[config.mk]
export PLATFORM = sky130hd
export DESIGN_NAME = gmii_udp_av_rx
export DESIGN_NICKNAME = d
export VERILOG_FILES = /design/src/rtl/gmii_udp_av_rx.sv
export SDC_FILE = /design/constraint.sdc
export NUM_CORES = 1
export LEC_CHECK = 0
export ABC_CLOCK_PERIOD_IN_PS = 3000
export BUFFER_PORTS_ARGS = -buffer_cell sky130_fd_sc_hd__buf_2
export CELL_PAD_IN_SITES_DETAIL_PLACEMENT = 0
export CELL_PAD_IN_SITES_GLOBAL_PLACEMENT = 1
export CORE_MARGIN = 2
export CORE_UTILIZATION = 34
export CTS_CLUSTER_DIAMETER = 30
export DETAILED_ROUTE_END_ITERATION = 8
export PLACE_DENSITY = 0.75
export SLEW_MARGIN = 30
export SYNTH_ARGS = -nofsm -noshare
export SYNTH_HDL_FRONTEND = slang
export SYNTH_SLANG_ARGS = --single-unit
[constraint.sdc]
create_clock -name clk125 -period 3 [get_ports clk125]
set_clock_uncertainty 0.1 [all_clocks]
set_input_delay 0.15 -clock clk125 [delete_from_list [all_inputs] [get_ports clk125]]
set_output_delay 0.15 -clock clk125 [all_outputs]
set_load 0.01 [all_outputs]
[src/rtl/gmii_udp_av_rx.sv]
// GMII receiver: parses Ethernet/IPv4/UDP frames addressed to NCH consecutive IPs and
// demultiplexes the payload into a tagged pixel stream and an aux record stream.
module gmii_udp_av_rx #(
    parameter logic [31:0] IPV4_DST_BASE = 32'hC0A80001,
    parameter logic [15:0] DST_PORT      = 16'd12345,
    parameter int          NCH           = 2,
    parameter int          CHW           = 2,
    parameter int          PIX_BYTES     = 2,
    parameter int          VID_BYTES     = 1200,
    parameter int          AUX_REC_BYTES = 32
) (
    input  logic                         clk125,
    input  logic                         sys_rst_n,
    input  logic [7:0]                   rxd,
    input  logic                         rx_dv,
    input  logic                         rx_er,
    output logic [CHW+16+8*PIX_BYTES-1:0] vid_data,
    output logic                         vid_wr_en,
    output logic                         vid_sof,
    output logic                         vid_abort,
    output logic [23:0]                  aux_data,
    output logic                         aux_wr_en,
    output logic [15:0]                  pkt_ok_cnt,
    output logic [15:0]                  pkt_drop_cnt
);

    localparam int SRW = 8 * PIX_BYTES - 8;
    localparam int VCW = $clog2(VID_BYTES + 1);
    localparam int ACW = $clog2(AUX_REC_BYTES + 1);
    localparam logic [VCW-1:0] VID_LAST = VCW'(VID_BYTES - 1);
    localparam logic [ACW-1:0] AUX_LAST = ACW'(AUX_REC_BYTES - 1);
    localparam logic [1:0]     PIX_LAST = 2'(PIX_BYTES - 1);
    localparam logic [7:0]     NCH8     = 8'(NCH);
    localparam logic [7:0]     SFD      = 8'hD5;
    localparam logic [7:0]     PREAMBLE = 8'h55;

    typedef enum logic [2:0] {
        IDLE, PRE, HDR, INFO, VID, AUX_HDR, AUX_DAT, DROP
    } state_t;

    state_t           state;
    logic             dv_q;
    logic [5:0]       bidx;
    logic [CHW-1:0]   ch;
    logic [11:0]      y;
    logic [3:0]       x;
    logic             with_aux;
    logic             first;
    logic [VCW-1:0]   vcnt;
    logic [1:0]       pcnt;
    logic [SRW-1:0]   pix_sr;
    logic             ahb;
    logic [11:0]      id;
    logic [3:0]       left;
    logic [3:0]       rec_done;
    logic [ACW-1:0]   acnt;
    logic [7:0]       ch_diff;
    logic             in_pkt;
    logic             fin;

    function automatic logic [15:0] sat_inc(input logic [15:0] v);
        return (v == 16'hFFFF) ? v : v + 16'd1;
    endfunction

    assign ch_diff = rxd - IPV4_DST_BASE[7:0];
    assign in_pkt  = (state == INFO) || (state == VID) || (state == AUX_HDR) || (state == AUX_DAT);

    // fin marks the byte that completes a packet; an rx_er on that byte does not abort it
    always_comb begin
        fin = 1'b0;
        case (state)
            VID:     fin = (vcnt == VID_LAST) && !with_aux;
            AUX_HDR: fin = ahb && (rec_done == 4'd0) && (rxd[7:4] == 4'd0);
            AUX_DAT: fin = (acnt == AUX_LAST) && (4'(rec_done + 4'd1) == left);
            default: fin = 1'b0;
        endcase
    end

    always_ff @(posedge clk125 or negedge sys_rst_n) begin
        if (!sys_rst_n) begin
            state        <= IDLE;
            dv_q         <= 1'b1;
            bidx         <= '0;
            ch           <= '0;
            y            <= '0;
            x            <= '0;
            with_aux     <= 1'b0;
            first        <= 1'b0;
            vcnt         <= '0;
            pcnt         <= '0;
            pix_sr       <= '0;
            ahb          <= 1'b0;
            id           <= '0;
            left         <= '0;
            rec_done     <= '0;
            acnt         <= '0;
            vid_data     <= '0;
            vid_wr_en    <= 1'b0;
            vid_sof      <= 1'b0;
            vid_abort    <= 1'b0;
            aux_data     <= '0;
            aux_wr_en    <= 1'b0;
            pkt_ok_cnt   <= '0;
            pkt_drop_cnt <= '0;
        end else begin
            dv_q      <= rx_dv;
            vid_wr_en <= 1'b0;
            vid_sof   <= 1'b0;
            aux_wr_en <= 1'b0;
            vid_abort <= 1'b0;
            if (!rx_dv) begin
                if (in_pkt) begin
                    vid_abort    <= 1'b1;
                    pkt_drop_cnt <= sat_inc(pkt_drop_cnt);
                end
                state <= IDLE;
            end else if (rx_er && !fin) begin
                if (in_pkt) begin
                    vid_abort    <= 1'b1;
                    pkt_drop_cnt <= sat_inc(pkt_drop_cnt);
                end
                state <= DROP;
            end else begin
                case (state)
                    IDLE: begin
                        // dv_q gate keeps a frame cut by reset from being re-parsed mid-stream
                        if (!dv_q) begin
                            bidx <= '0;
                            if (rxd == SFD)           state <= HDR;
                            else if (rxd == PREAMBLE) state <= PRE;
                            else                      state <= DROP;
                        end
                    end
                    PRE: begin
                        bidx <= '0;
                        if (rxd == SFD)           state <= HDR;
                        else if (rxd != PREAMBLE) state <= DROP;
                    end
                    HDR: begin
                        bidx <= bidx + 6'd1;
                        case (bidx)
                            6'd12: if (rxd != 8'h08) state <= DROP;
                            6'd13: if (rxd != 8'h00) state <= DROP;
                            6'd14: if (rxd != 8'h45) state <= DROP;
                            6'd23: if (rxd != 8'h11) state <= DROP;
                            6'd30: if (rxd != IPV4_DST_BASE[31:24]) state <= DROP;
                            6'd31: if (rxd != IPV4_DST_BASE[23:16]) state <= DROP;
                            6'd32: if (rxd != IPV4_DST_BASE[15:8])  state <= DROP;
                            6'd33: begin
                                ch <= ch_diff[CHW-1:0];
                                if (ch_diff >= NCH8) state <= DROP;
                            end
                            6'd36: if (rxd != DST_PORT[15:8]) state <= DROP;
                            6'd37: if (rxd != DST_PORT[7:0])  state <= DROP;
                            6'd41: state <= INFO;
                            default: ;
                        endcase
                    end
                    INFO: begin
                        bidx <= bidx + 6'd1;
                        case (bidx)
                            6'd42: begin
                                with_aux <= (rxd == 8'h02);
                                if (rxd == 8'h01) begin
                                    state    <= AUX_HDR;
                                    ahb      <= 1'b0;
                                    rec_done <= '0;
                                end else if (rxd != 8'h00 && rxd != 8'h02) begin
                                    state        <= DROP;
                                    pkt_drop_cnt <= sat_inc(pkt_drop_cnt);
                                end
                            end
                            6'd43: y[7:0] <= rxd;
                            default: begin
                                x       <= rxd[7:4];
                                y[11:8] <= rxd[3:0];
                                state   <= VID;
                                vcnt    <= '0;
                                pcnt    <= '0;
                                first   <= 1'b1;
                            end
                        endcase
                    end
                    VID: begin
                        pix_sr <= SRW'({pix_sr, rxd});
                        vcnt   <= vcnt + VCW'(1);
                        if (pcnt == PIX_LAST) begin
                            pcnt      <= '0;
                            vid_wr_en <= 1'b1;
                            vid_sof   <= first;
                            first     <= 1'b0;
                            vid_data  <= {ch, y, x, pix_sr, rxd};
                        end else begin
                            pcnt <= pcnt + 2'd1;
                        end
                        if (vcnt == VID_LAST) begin
                            if (with_aux) begin
                                state    <= AUX_HDR;
                                ahb      <= 1'b0;
                                rec_done <= '0;
                            end else begin
                                pkt_ok_cnt <= sat_inc(pkt_ok_cnt);
                                state      <= DROP;
                            end
                        end
                    end
                    AUX_HDR: begin
                        if (!ahb) begin
                            id[7:0] <= rxd;
                            ahb     <= 1'b1;
                        end else begin
                            ahb      <= 1'b0;
                            id[11:8] <= rxd[3:0];
                            acnt     <= '0;
                            if (rec_done == 4'd0) left <= rxd[7:4];
                            if (rec_done == 4'd0 && rxd[7:4] == 4'd0) begin
                                pkt_ok_cnt <= sat_inc(pkt_ok_cnt);
                                state      <= DROP;
                            end else begin
                                state <= AUX_DAT;
                            end
                        end
                    end
                    AUX_DAT: begin
                        aux_data  <= {id, 4'h0, rxd};
                        aux_wr_en <= 1'b1;
                        acnt      <= acnt + ACW'(1);
                        if (acnt == AUX_LAST) begin
                            rec_done <= rec_done + 4'd1;
                            if (4'(rec_done + 4'd1) == left) begin
                                pkt_ok_cnt <= sat_inc(pkt_ok_cnt);
                                state      <= DROP;
                            end else begin
                                state <= AUX_HDR;
                            end
                        end
                    end
                    default: state <= DROP;
                endcase
            end
        end
    end

endmodule

==> impl_summary.txt <==
----------------------------------------------------
[Power]
  Internal Power ... 0.00491 W
  Tot Pwr ... 0.00729 W
  Flop pwr share ... 45.0%
  Share of total power in combinational logic ... 24.6%
  Power density normalized to cell area ... 740 nW/µm²
  Power share of the clock group ... 30.4%
  Leakage power of the design ... 4.81 nW
  VDD IR max ... 0.432 mV
  Switching power ... 0.00238 W
  Fraction of power spent switching nets ... 32.6%

[Run]
  Count of max-cap constraint violations ... 0

[Synthesis]
  Post-synthesis area per instance ... 10.5 µm²
  Share of synthesized flip-flops with an asynchronous set or reset ... 100%
  Share of Yosys cell area claimed by the top area cell type ... 51.8%
  Most used DFF post-synth ... sky130_fd_sc_hd__dfrtp_1
  EDFF count, synth ... 0
  FF+latch count, synth ... 168
  Syn Std Cell Area ... 8060 µm²
  Warnings from Yosys ... 0
  Largest area contributor in the synthesized netlist ... sky130_fd_sc_hd__dfrtp_1
  Register area share after synthesis ... 52.1%
  Ranking of synthesized cells by area ... sky130_fd_sc_hd__dfrtp_1 (52%), sky130_fd_sc_hd__mux2_2 (9.6%), sky130_fd_sc_hd__nand2_1 (5.9%)
  Synth unique cells ... 67
  Cell count after synthesis ... 768

[Finish]
  Post-layout util ... 42.1%
  Signed area change from the synthesized netlist to the final layout ... 22.2%
  Fraction of final layout cells with drive strength greater than 1 ... 29.2%
  Number of nets in the final layout ... 923
  Final antenna diode count ... 0
  Fill cell count ... 2316
  Register area ... 4210 µm²
  Multi-input gate area in the final layout ... 3680 µm²

[Placed design]
  Count of input and output buffers ... 101
  Post-detail-place hpwl ... 13600 µm
  Routability cong. ... 0.822

[Die]
  Std cell rows ... 56
  Starting density of the core ... 34.5%
  Floorplan die height ... 158 µm
  Overall die width ... 158 µm
  Area of the die ... 25000 µm²
  Ports placed on the boundary ... 106
  Std-Cell Core Area ... 23400 µm²

[Worst setup path]
  WS Path Type ... reg2reg
  Critical-path cell list ... inv_1 -> ha_4 -> xnor2_2 -> nand2_1 -> or3_4 -> a21oi_4 -> mux2_4 -> nor4b_2 -> mux2_2
  Crit. End Element ... flop
  Delay of the slowest critical-path stage ... 0.41 ns
  Worst-path maximum fanout ... 8
  First element of the critical path ... rec_done[0]
  Origin of the critical flop-to-flop path ... rec_done[0]
  Required time at the worst-slack endpoint ... 3.21 ns
  Endpoint arrival time on the critical path ... 3.09 ns
  Library cell contributing the largest single delay on the critical path ... sky130_fd_sc_hd__dfrtp_1
  Sort of element at the start of the critical path ... flop

[STA]
  Final hold vios ... 0
  Hold Worst Slack ... 0.0295 ns
  Final critical-path share of the clock period ... 96.1%
  Final Max Slew Viols ... 0
  RSZ-0062 raised after global routing ... no
  Maximum achievable frequency ... 0.347 GHz
  Post-layout min period ... 2.88 ns
  Headroom to the max-slew limit ... 56.8%
  Setup violation total in the final timing report ... 0
  Actual slew at the worst max-slew pin ... 0.648 ns

[Global routing]
  Number of antenna violations at the first check in global routing ... 0
  Pin count of the biggest net entering global routing ... 69
  Global-route wire length before repair ... 32000 µm
  Vias in the first global route ... 6109
  Grt ovf ... 0
  Global-route usage over all layers ... 16.3%

[Clocking]
  Clock latency on the worst-skew pair ... 0.42 ns
  Sinks on Clock Net ... 168
  Clock root cell ... sky130_fd_sc_hd__clkbuf_16
  CTS tree ... built
  Largest buffer count on any clock path ... 2
  Clock transition at the registers of the reported paths ... 0.07 ns
  Post CTS Setup Buffer Count ... 0
  Number of buffers created by CTS ... 17
  H-tree Lvls ... 4

[Detailed routing]
  Remaining routing DRC violations ... 0
  Starting DRT DRC Count ... 390
  Vias after detailed routing ... 6104
  DRT Pass-1 Iters ... 5
  Routed WL ... 19700 µm
  Remaining antenna violation count after routing ... 0
  Vias/cell ... 4.97
  WL per Instance ... 16.0 µm

[Outcome]
  Outcome ... finished clean

[Min path]
  Tightest Hold Check Type ... in2reg
  Hold wc startpoint ... rxd[3]

----------------------------------------------------
==> worst paths after layout <==
check | end | slack, ns | cells past startpoint
max | pkt_drop_cnt[8] | 0.12 | 9
min | aux_data[3] | 0.03 | 3
max reg2reg | pkt_drop_cnt[8] | 0.12 | 9
min reg2reg | aux_data[22] | 0.36 | 2
max in group asynchronous | dv_q | 1.79 | 3
min in group asynchronous | pkt_drop_cnt[2] | 0.20 | 2
==> cell type report <==
| class | count | share of cell area, % |
|---|---|---|
| repair buffers | 147 | 9.09 |
| well taps | 319 | 4.05 |
| clock buffers | 19 | 4.50 |
| inverters | 19 | 0.724 |
| clock inverters | 13 | 1.58 |
| flip-flops and latches | 168 | 42.7 |
| multi-input cells | 543 | 37.4 |
==> layer usage <==
metal  GRT usage [%]  share of wire [%]
met1            22.2                 47
met5               0                  0
met4            3.95                1.2
met2            26.0                 47
met3            4.08                5.4
==> synth_stat cells, types with 5 or more instances <==
cell                       number
sky130_fd_sc_hd__and2_1         7
sky130_fd_sc_hd__nand3_1       28
sky130_fd_sc_hd__buf_2         11
sky130_fd_sc_hd__or3_1          5
sky130_fd_sc_hd__ha_1          15
sky130_fd_sc_hd__nand2b_1       5
sky130_fd_sc_hd__inv_1         18
sky130_fd_sc_hd__o21ai_0       39
sky130_fd_sc_hd__buf_4          5
sky130_fd_sc_hd__dfrtp_1      167
sky130_fd_sc_hd__clkbuf_1      24
sky130_fd_sc_hd__nand4_1       25
sky130_fd_sc_hd__a21oi_1        9
sky130_fd_sc_hd__nor2b_1        7
sky130_fd_sc_hd__o31ai_1        5
sky130_fd_sc_hd__a211oi_1       5
sky130_fd_sc_hd__nand2_1      126
sky130_fd_sc_hd__xnor2_1       11
sky130_fd_sc_hd__nor3_1        22
sky130_fd_sc_hd__and3_1         8
sky130_fd_sc_hd__nor4_1        10
sky130_fd_sc_hd__xor2_1        31
sky130_fd_sc_hd__mux2_2        69
sky130_fd_sc_hd__nor2_1        41
==> through the flow <==
stage | setup slack (ns) | TNS [ns] | instances | instance area (µm²)
finish | 0.117 | 0 | 1228 | 9850
global route | 0.0193 | 0 | 1228 | 9850
CTS | -0.0228 | -0.0452 | 1228 | 9780
detailed placement | -0.0205 | -0.0404 | 1192 | 9140
global placement | 0.0393 | 0 | 1192 | 9140
floorplan | 0.0266 | 0 | 771 | 8080
==> flip-flops by register name, indices dropped and copies added (netlist names), 2 cells and up <==
register and cells:
pkt_ok_cnt 16, y 12, vcnt 11, left 4
x 4, pix_sr 8, rec_done 4, state 3
aux_data 20, ch 2, bidx 6, pkt_drop_cnt 16
id 12, pcnt 2, acnt 6, vid_data 34
==> what timing repair did <==
| item | CTS | global route |
|---|---|---|
| resized for setup | 0 | 10 |
| hold buffers | 4 | 0 |
| setup endpoints to repair | 2 | 42 |
| pin swaps | 0 | 1 |
| hold endpoints to repair | 69 | 0 |
==> logic make-up after synthesis <==
group	count (synthesis)	synth area share, %
buf+inv	60	3.20
xor+xnor	43	4.84
compound gates	84	6.67
fa+ha+maj	15	2.33
other cells	1	0.0465
simple gates	323	20.4
mux	74	10.3
flops	168	52.1
==> worst max-delay path, delay by kind of cell, from the launching register on <==
family | cells | cell delay, ns
simple gates | 3 | 0.77
flops | 1 | 0.41
buf+inv | 1 | 0.14
fa+ha+maj | 1 | 0.23
mux | 2 | 0.75
xor+xnor | 1 | 0.18
compound gates | 1 | 0.19
==> placed cells by master (no fill, tap or decap), types with 3 or more instances in the layout <==
cell type                       instances
sky130_fd_sc_hd__ha_1                  14
sky130_fd_sc_hd__and2_1                 7
sky130_fd_sc_hd__nor3_1                22
sky130_fd_sc_hd__or2_2                  4
sky130_fd_sc_hd__a21o_1                 3
sky130_fd_sc_hd__dlygate4sd3_1          4
sky130_fd_sc_hd__conb_1                 4
sky130_fd_sc_hd__nand2b_1               5
sky130_fd_sc_hd__nand4b_1               3
sky130_fd_sc_hd__nor4_1                 8
sky130_fd_sc_hd__and4b_1                3
sky130_fd_sc_hd__mux2_2                69
sky130_fd_sc_hd__xor2_1                31
sky130_fd_sc_hd__inv_6                  3
sky130_fd_sc_hd__and3_1                 8
sky130_fd_sc_hd__inv_8                  3
sky130_fd_sc_hd__buf_4                 39
sky130_fd_sc_hd__nand4_1               25
sky130_fd_sc_hd__nor2b_1                7
sky130_fd_sc_hd__nor4bb_1               4
sky130_fd_sc_hd__a21oi_1                9
sky130_fd_sc_hd__and3b_1                4
sky130_fd_sc_hd__o31ai_1                5
sky130_fd_sc_hd__or3_1                  5
sky130_fd_sc_hd__buf_2                100
sky130_fd_sc_hd__nand3_1               28
sky130_fd_sc_hd__xnor2_1               10
sky130_fd_sc_hd__dfrtp_1              167
sky130_fd_sc_hd__a31oi_1                4
sky130_fd_sc_hd__nand2_1              126
sky130_fd_sc_hd__clkbuf_16             17
sky130_fd_sc_hd__a211oi_1               5
sky130_fd_sc_hd__inv_1                 18
sky130_fd_sc_hd__nor2_1                41
sky130_fd_sc_hd__o21ai_0               39
sky130_fd_sc_hd__nand3b_1               4
==> power by group through the flow <==
stage | combinational, W | clock (W) | sequential (W)
after detailed placement | 0.00178 | 0 | 0.00332
after global placement | 0.00175 | 0 | 0.00331
after global routing | 0.00200 | 0.00238 | 0.00337
after floorplan | 0.000968 | 0 | 0.00337
after CTS | 0.00180 | 0.00228 | 0.00329
final | 0.00179 | 0.00222 | 0.00328
No activity file was read; power rests on OpenSTA's default activity.
